`config.mk`:
```
export PLATFORM = sky130hd
export DESIGN_NAME = fwd_hazard_ctrl
export DESIGN_NICKNAME = d
export VERILOG_FILES = /design/src/rtl/fwd_hazard_ctrl.sv
export SDC_FILE = /design/constraint.sdc
export NUM_CORES = 1
export LEC_CHECK = 0
export BUFFER_PORTS_ARGS = -buffer_cell sky130_fd_sc_hd__buf_2
export CORE_MARGIN = 3
export CORE_UTILIZATION = 55
export CTS_CLUSTER_SIZE = 24
export DETAILED_ROUTE_END_ITERATION = 8
export PLACE_DENSITY = 0.83
export REMOVE_ABC_BUFFERS = 1
export SYNTH_ARGS = -nofsm -noshare
export SYNTH_HDL_FRONTEND = slang
export SYNTH_SLANG_ARGS = --single-unit
```
`constraint.sdc`:
```
create_clock -name clk_i -period 3.86 [get_ports clk_i]
set_clock_uncertainty 0.15 [all_clocks]
set_input_delay 0.386 -clock clk_i [delete_from_list [all_inputs] [get_ports clk_i]]
set_output_delay 0.386 -clock clk_i [all_outputs]
set_load 0.05 [all_outputs]
```
`src/rtl/fwd_hazard_ctrl.sv`:
```
// Purpose: operand-forwarding selects and load-use stall for a 5-stage RISC-V pipeline.
// Latency: stall_o is combinational from the ID inputs; ForwardA_o/ForwardB_o are registered, 1 cycle after ID.
// Backpressure: stall_o holds PC and IF/ID for one cycle per load-use pair and injects a bubble into EX.
module fwd_hazard_ctrl (
  input  logic        clk_i,
  input  logic        rst_i,
  input  logic        id_valid_i,
  input  logic [4:0]  id_rs1_i,
  input  logic [4:0]  id_rs2_i,
  input  logic        id_use_rs1_i,
  input  logic        id_use_rs2_i,
  input  logic [4:0]  id_rd_i,
  input  logic        id_regwrite_i,
  input  logic        id_memread_i,
  input  logic        flush_i,
  output logic        stall_o,
  output logic [1:0]  ForwardA_o,
  output logic [1:0]  ForwardB_o,
  output logic [15:0] stall_cnt_o
);

  localparam logic [1:0] FWD_IDEX  = 2'b00;
  localparam logic [1:0] FWD_EXMEM = 2'b10;
  localparam logic [1:0] FWD_MEMWB = 2'b01;

  // Shadow slots keep only the producer-side fields that the hazard and
  // forwarding decisions look at. The consumer fields of the EX instruction
  // and the whole WB slot influence no output, so they are not stored.
  logic       ex_v;
  logic       ex_rw;
  logic       ex_mr;
  logic [4:0] ex_rd;
  logic       mem_v;
  logic       mem_rw;
  logic [4:0] mem_rd;

  logic        hazard;
  logic        in_v;
  logic [1:0]  fwd_a_nxt;
  logic [1:0]  fwd_b_nxt;
  logic [15:0] stall_cnt;

  // A slot produces register r only if it is live, writes, and r is not x0.
  function automatic logic writer_match(input logic v, input logic rw,
                                        input logic [4:0] rd, input logic [4:0] r);
    return v & rw & (rd != 5'd0) & (rd == r);
  endfunction

  // Youngest producer wins: the instruction now in EX (next in MEM) beats the one now in MEM.
  function automatic logic [1:0] pick_fwd(input logic incoming_v, input logic use_r,
                                          input logic [4:0] r,
                                          input logic ev, input logic erw, input logic [4:0] erd,
                                          input logic mv, input logic mrw, input logic [4:0] mrd);
    logic [1:0] sel;
    sel = FWD_IDEX;
    if (incoming_v && use_r) begin
      if (writer_match(ev, erw, erd, r))      sel = FWD_EXMEM;
      else if (writer_match(mv, mrw, mrd, r)) sel = FWD_MEMWB;
    end
    return sel;
  endfunction

  // Load-use detection against the load sitting in EX; a flushed ID op never stalls.
  always_comb begin
    hazard = id_valid_i & ex_v & ex_mr & (ex_rd != 5'd0) &
             ((id_use_rs1_i & (ex_rd == id_rs1_i)) |
              (id_use_rs2_i & (ex_rd == id_rs2_i)));
    stall_o = hazard & ~flush_i;
    in_v    = id_valid_i & ~stall_o & ~flush_i;
  end

  // Forward selects for the instruction about to enter EX.
  always_comb begin
    fwd_a_nxt = pick_fwd(in_v, id_use_rs1_i, id_rs1_i,
                         ex_v, ex_rw, ex_rd, mem_v, mem_rw, mem_rd);
    fwd_b_nxt = pick_fwd(in_v, id_use_rs2_i, id_rs2_i,
                         ex_v, ex_rw, ex_rd, mem_v, mem_rw, mem_rd);
  end

  // Advance the shadow pipeline; a bubble carries no control bits.
  always_ff @(posedge clk_i) begin
    if (!rst_i) begin
      ex_v   <= 1'b0;
      ex_rw  <= 1'b0;
      ex_mr  <= 1'b0;
      ex_rd  <= 5'd0;
      mem_v  <= 1'b0;
      mem_rw <= 1'b0;
      mem_rd <= 5'd0;
    end else begin
      mem_v  <= ex_v;
      mem_rw <= ex_rw;
      mem_rd <= ex_rd;
      ex_v   <= in_v;
      ex_rw  <= in_v & id_regwrite_i;
      ex_mr  <= in_v & id_memread_i;
      ex_rd  <= id_rd_i;
    end
  end

  // Register the selects so they line up with the ID/EX register outputs.
  always_ff @(posedge clk_i) begin
    if (!rst_i) begin
      ForwardA_o <= FWD_IDEX;
      ForwardB_o <= FWD_IDEX;
    end else begin
      ForwardA_o <= fwd_a_nxt;
      ForwardB_o <= fwd_b_nxt;
    end
  end

  // Saturating count of stall cycles.
  always_ff @(posedge clk_i) begin
    if (!rst_i) begin
      stall_cnt <= 16'd0;
    end else if (stall_o && (stall_cnt != 16'hFFFF)) begin
      stall_cnt <= stall_cnt + 16'd1;
    end
  end

  assign stall_cnt_o = stall_cnt;

endmodule

```
==> summary.txt, run 1 <==
worst path required time -> 3.32 ns
Slew Viols, Final -> 0
maximum VDD drop -> 247 uV
post-DP HPWL -> 2600 um
clock group share of total power -> 31.0%
outcome -> complete, no violations
setup TNS -> 0 ns
total die area -> 3690 um2
P per Cell Area -> 319 nW/um2
first-pass GRT wire length -> 5600 um
Critical Path AT -> 1.98 ns
relative slew slack -> 41.5%
Cell variety after synth -> 37
post-cts hold buffer count -> 0
vias in the first global route -> 1,297
final net count -> 242
worst setup path start -> ex_rd[0]
largest net degree at the start of global routing -> 35
Max Root-Sink Buffers -> 2
GP Congestion -> 0.952
Post-Route WL -> 3480 um
hold_ws -> 0.0763 ns
die width -> 60.8 um
Pint -> 0.460 mW
Crit Reg-Reg Endpoint -> stall_cnt_o[15]
drt initial violations -> 65
# IOs -> 44
fin crit period -> 2.52 ns
GR Util All Layers -> 21.1%
Flop pwr share -> 61.2%
total number of vias -> 1,419
Hold Path Class -> in2reg
synthesized flop and latch total -> 35
WS Path Type -> reg2out
drt first pass iters -> 4
sw power -> 0.153 mW
Worst-path clk slew -> 0.10 ns
Root Buffer -> clkbuf_4
switching part of the total -> 25.0%
# port buffers -> 43
Hold Fails Final Rpt -> 0
commonest non-fill, non-tap cell in the layout -> buf_2
total CTS buffers -> 5
unrepaired setup endpoints after global routing -> no
fmax -> 0.397 GHz
Crit Path Max Fanout -> 6
Leak Pwr -> 0.816 nW
number of synthesis warnings -> 0
crit path capture type -> output port
Area Growth Syn to Fin -> 16.5%
Logic pwr share -> 7.8%
Worst setup SP type -> flop
drt drc -> 0
Non-Filler Instances -> 250
Avg Inst Size Synth -> 9.53 um2
Post-DRT Antenna Nets -> 0
Worst R2R Setup Slack -> 1.51 ns
ANT cells -> 0
register area share after synthesis -> 42.5%
cts repair resizes -> 0
share of post-route cells with drive strength above 1 -> 26.9%
Initial Utilization -> 58.8%
DR WL/cell -> 13.9 um
Power, Total -> 0.613 mW
FF-to-FF Start -> stall_cnt_o[0]
Synth Cell Area -> 1650 um2
Inst Count DP -> 242
Final setup violation count -> 0
number of cells on the worst reg-to-reg path -> 7
Worst-Margin Slew -> 0.877 ns
row cnt -> 19
Die H -> 60.8 um
Worst Setup EP -> stall_o
Tcrit/Tclk final -> 65.3%
commonest non-fill, non-tap cells in the layout -> buf_2 (43), dfxtp_1 (35), and2_1 (16)
initial antenna violation count -> 0
mean number of vias per cell -> 5.68
Gate Count Post-Synth -> 173
Clock Sink Count -> 35
post-CTS setup buffers -> 0
CORE AREA -> 2810 um2
final core occ -> 68.5%
# Max-Cap Violations -> 0
Clock Latency Late Sink -> 0.35 ns
GRT Residual Overflow -> 0
CTS H-tree lvls -> 2
TritonCTS clock tree -> yes
cell type report:
type	instances	area (um2)
Multi-Input combinational cell	130	903
Fill cell	241	883
Sequential cell	35	701
Timing Repair Buffer	43	215
Tap cell	31	38.8
Clock buffer	5	37.5
Clock inverter	3	15.0
Inverter	3	11.3
worst max-delay path: stages, from the launching register on:
cell and delay [ns]:
dfxtp_1 0.36, or4_1 0.58, o21ai_2 0.17, nor2_1 0.07, o21ai_2 0.13, inv_1 0.09
buf_2 0.22
layer usage:
metal | wire length (um) | share of wire (%) | track usage (%)
met3 | 229 | 6.6 | 9.79
met1 | 1490 | 43 | 25.2
met5 | 0 | 0 | 0
met2 | 1710 | 49 | 33.4
met4 | 51 | 1.5 | 7.43
worst min-delay path by stage:
stage | startpoint | end | slack, ns | depth (start not counted)
finish | id_memread_i | ex_mr | 0.08 | 2
detailed placement | ex_rw | mem_rw | 0.33 | 1
global placement | ex_rw | mem_rw | 0.32 | 1
global route | id_rd_i[1] | ex_rd[1] | 0.06 | 2
CTS | id_memread_i | ex_mr | 0.06 | 2
floorplan | ex_rw | mem_rw | 0.28 | 1
registers in the layout, indices dropped and copies added (netlist names):
| name | count |
|---|---|
| ex_rd | 5 |
| ForwardB_o | 2 |
| ex_v | 1 |
| ex_mr | 1 |
| ex_rw | 1 |
| ForwardA_o | 2 |
| mem_v | 1 |
| mem_rd | 5 |
| mem_rw | 1 |
| stall_cnt_o | 16 |
power by group through the flow:
stage | Sequential (mW) | Clock, mW | Combinational (mW)
after floorplan | 0.381 | 0 | 0.0259
after global placement | 0.383 | 0 | 0.0455
after detailed placement | 0.383 | 0 | 0.0480
after CTS | 0.375 | 0.198 | 0.0482
after global routing | 0.376 | 0.213 | 0.0543
final | 0.375 | 0.190 | 0.0481
kinds of logic after synthesis:
logic type	count (synthesis)	share of synthesized area [%]
buffers and inverters	8	2.73
AOI/OAI and AO/OA	32	15.5
muxes	2	1.21
DFF	35	42.5
adders and majority gates	1	0.759
xor gates and xnor gates	22	11.7
and+or+nand+nor	73	25.6
Yosys cell counts, drive strengths merged:
cell type,instances,share of area [%]
and4,4,2.3
clkbuf,2,0.46
buf,3,1.6
nor2b,2,0.76
xor2,14,7.4
o311a,1,0.61
o211ai,4,1.8
a311oi,1,0.91
a2111oi,1,0.91
or3,8,3.0
or4,2,0.91
nand4,2,0.76
nor3,6,1.8
nand2b,3,1.1
and2,16,6.1
nand2,9,2.0
o41ai,1,0.99
nor2,4,0.91
ha,1,0.76
xnor2,8,4.2
o21ai,10,3.7
o31ai,3,1.4
nor4,2,0.76
dfxtp,35,42
mux2i,2,1.2
a21boi,8,3.6
o31a,1,0.53
nand3,11,3.3
o311ai,1,0.53
and3,4,1.8
inv,3,0.68
o21a,1,0.46
through the flow:
step / area, um2 / worst slack [ns]
after floorplan: 1620 / 1.50
after global placement: 1870 / 1.54
after detailed placement: 1870 / 1.45
after CTS: 1920 / 1.32
after global routing: 1920 / 1.24
final: 1920 / 1.34
Note: power is estimated with default switching activity, not from simulation.
==> run 2, diff against run 1 <==
CORE_UTILIZATION = 46   (was 55)
PLACE_DENSITY = 0.74   (was 0.83)
clock period = 2.1 ns   (was 3.86 ns; I/O delays follow)
==> run 2 against run 1 <==
The flow now finishes with violations (setup timing). Largest cell class unchanged. Hold slack worse by 0.033 ns. First-iteration DRC count up 3.1%. Critical path type unchanged. Cell count up 17%.
==> summary.txt, run 2 (synthesis gave the netlist of run 1 again) <==
outcome -> finished with violations (was complete, no violations)
failing checks -> setup timing
commonest non-fill, non-tap cell in the layout -> buf_2 (unchanged)
Final setup violation count -> 2 (was 0)
Crit Path Max Fanout -> 4 (was 6)
P per Cell Area -> 576 nW/um2 (was 319 nW/um2)
# fillers -> 272 (was 241)
final core occ -> 66.6% (was 68.5%)
Area after DPL -> 2000 um2 (was 1870 um2)
crit path capture type -> output port (unchanged)
fmax -> 0.465 GHz
largest net degree at the start of global routing -> 20 (was 35)
Worst Setup EP -> stall_o (unchanged)
Die H -> 65.9 um (was 60.8 um)
total CTS buffers -> 5 (unchanged)
WS Path Type -> reg2out (unchanged)
Leak Pwr -> 0.961 nW (was 0.816 nW)
FF-to-FF Start -> ex_rd[0] (was stall_cnt_o[0])
Hold Fails Final Rpt -> 0 (unchanged)
initial antenna violation count -> 0 (unchanged)
number of cells on the worst reg-to-reg path -> 8 (was 7)
Root Buffer -> clkbuf_4 (unchanged)
number of flip-flops in the largest register -> 16 (unchanged)
row cnt -> 21 (was 19)
Hold Path Class -> in2reg (unchanged)
Worst-path clk slew -> 0.12 ns (was 0.10 ns)
worst setup path start -> ex_rd[0] (unchanged)
fin crit period -> 2.15 ns
Critical Path AT -> 1.79 ns (was 1.98 ns)
GR Util All Layers -> 19.0% (was 21.1%)
final net count -> 269 (was 242)
Max Root-Sink Buffers -> 2 (unchanged)
drt initial violations -> 67 (was 65)
Post-Route WL -> 3780 um (was 3480 um)
drt first pass iters -> 4 (unchanged)
CTS H-tree lvls -> 2 (unchanged)
final instance area -> 2260 um2 (was 1920 um2)
TritonCTS clock tree -> yes (unchanged)
Initial Utilization -> 48.7% (was 58.8%)
multi-input combinational cell area -> 943 um2 (was 903 um2)
first-pass GRT wire length -> 6360 um (was 5600 um)
Worst R2R Setup Slack -> 0 ns (was 1.51 ns)
Clock Latency Late Sink -> 0.34 ns (was 0.35 ns)
Clock Sink Count -> 35 (unchanged)
# IOs -> 44 (unchanged)
# port buffers -> 43 (unchanged)
Worst setup SP type -> flop (unchanged)
CORE AREA -> 3390 um2 (was 2810 um2)
Post-DRT Antenna Nets -> 0 (unchanged)
Area Growth Syn to Fin -> 37.0% (was 16.5%)
commonest non-fill, non-tap cells in the layout -> buf_2 (42), dfxtp_1 (32), and2_1 (16), buf_4 (16), xor2_1 (14) (was buf_2 (43), dfxtp_1 (35), and2_1 (16))
unrepaired setup endpoints after global routing -> yes (was no)
vias in the first global route -> 1,499 (was 1,297)
register area -> 707 um2 (was 701 um2)
drt drc -> 0 (unchanged)
share of post-route cells with drive strength above 1 -> 36.2% (was 26.9%)
setup ws final -> -0.0519 ns (was 1.34 ns)
GRT Residual Overflow -> 0 (unchanged)
GP Congestion -> 0.899 (was 0.952)
post-DP HPWL -> 2690 um (was 2600 um)
relative slew slack -> 75.3% (was 41.5%)
Slew Viols, Final -> 0 (unchanged)
total number of vias -> 1,496 (was 1,419)
DR WL/cell -> 12.9 um (was 13.9 um)
# Max-Cap Violations -> 0 (unchanged)
maximum VDD drop -> 383 uV (was 247 uV)
total die area -> 4340 um2 (was 3690 um2)
die width -> 65.9 um (was 60.8 um)
Worst-Margin Slew -> 0.367 ns (was 0.877 ns)
worst path required time -> 1.74 ns (was 3.32 ns)
ANT cells -> 0 (unchanged)
Crit Reg-Reg Endpoint -> stall_cnt_o[1] (was stall_cnt_o[15])
mean number of vias per cell -> 5.12 (was 5.68)
Tcrit/Tclk final -> 102%
==> run 2: timing repair <==
| action | 4_1_cts | 5_1_grt |
|---|---|---|
| pin swaps | 0 | 3 |
| endpoints found under the hold margin | 11 | 0 |
| setup buffers | 2 | 1 |
| hold buffers | 9 | 0 |
| setup endpoints to repair | 6 | 16 |
| gates resized for setup | 7 | 12 |
| gates cloned | 0 | 0 |
==> run 2: critical path, stage by stage (launching register included) <==
cell,delay [ns]
dfxtp_4,0.38
or4_4,0.56
o21ai_4,0.16
nor2_2,0.06
o21ai_2,0.06
inv_1,0.07
buf_6,0.15
==> run 2: how the worst min path moves through the flow <==
| stage | start | endpoint | slack [ns] | depth (start not counted) |
|---|---|---|---|---|
| 6_report | id_rs1_i[0] | ForwardA_o[0] | 0.04 | 4 |
| 5_1_grt | id_rs1_i[0] | ForwardA_o[0] | 0.07 | 4 |
| 4_1_cts | id_rs1_i[0] | ForwardA_o[0] | 0.03 | 4 |
| 3_5_place_dp | id_memread_i | ex_mr | 0.26 | 2 |
| 3_3_place_gp | id_regwrite_i | ex_rw | 0.26 | 2 |
| 2_1_floorplan | rst_i | stall_cnt_o[12] | 0.18 | 1 |
==> run 2: where the power goes <==
part	total, mW	switching (mW)	internal (mW)
clock	0.500	0.243	0.256
sequential	0.688	0.0134	0.675
combinational	0.112	0.0496	0.0625
==> run 2: area by class of cell <==
type                            instances  area share [%]
Multi-Input combinational cell        130            41.8
Sequential cell                        35            31.3
Timing Repair Buffer                   70            20.1
Tap cell                               46            2.55
Clock inverter                          3            2.11
Clock buffer                            5            1.66
Inverter                                3           0.499
==> run 2: routing by layer <==
| layer | part of all wire (%) | vias to the layer above | global-route usage [%] | wire length (um) |
|---|---|---|---|---|
| li1 | - | 770 | - | - |
| met1 | 46 | 678 | 23.9 | 1730 |
| met2 | 47 | 41 | 30.4 | 1790 |
| met3 | 5.2 | 7 | 5.61 | 196 |
| met4 | 1.7 | 0 | 6.99 | 63 |
| met5 | 0 | - | 0 | 0 |
==> run 2: stage by stage <==
step	hold WS (ns)	power (mW)	TNS, ns	instances	setup slack, ns
finish	0.0431	1.30	-0.0548	292	-0.0519
global route	0.0672	1.35	-1.17	292	-0.145
CTS	0.0335	1.31	-0.0769	291	-0.0750
detailed placement	0.262	0.795	0	272	0.0218
global placement	0.263	0.793	0	272	0.0486
floorplan	0.178	0.747	-2.49	168	-0.257
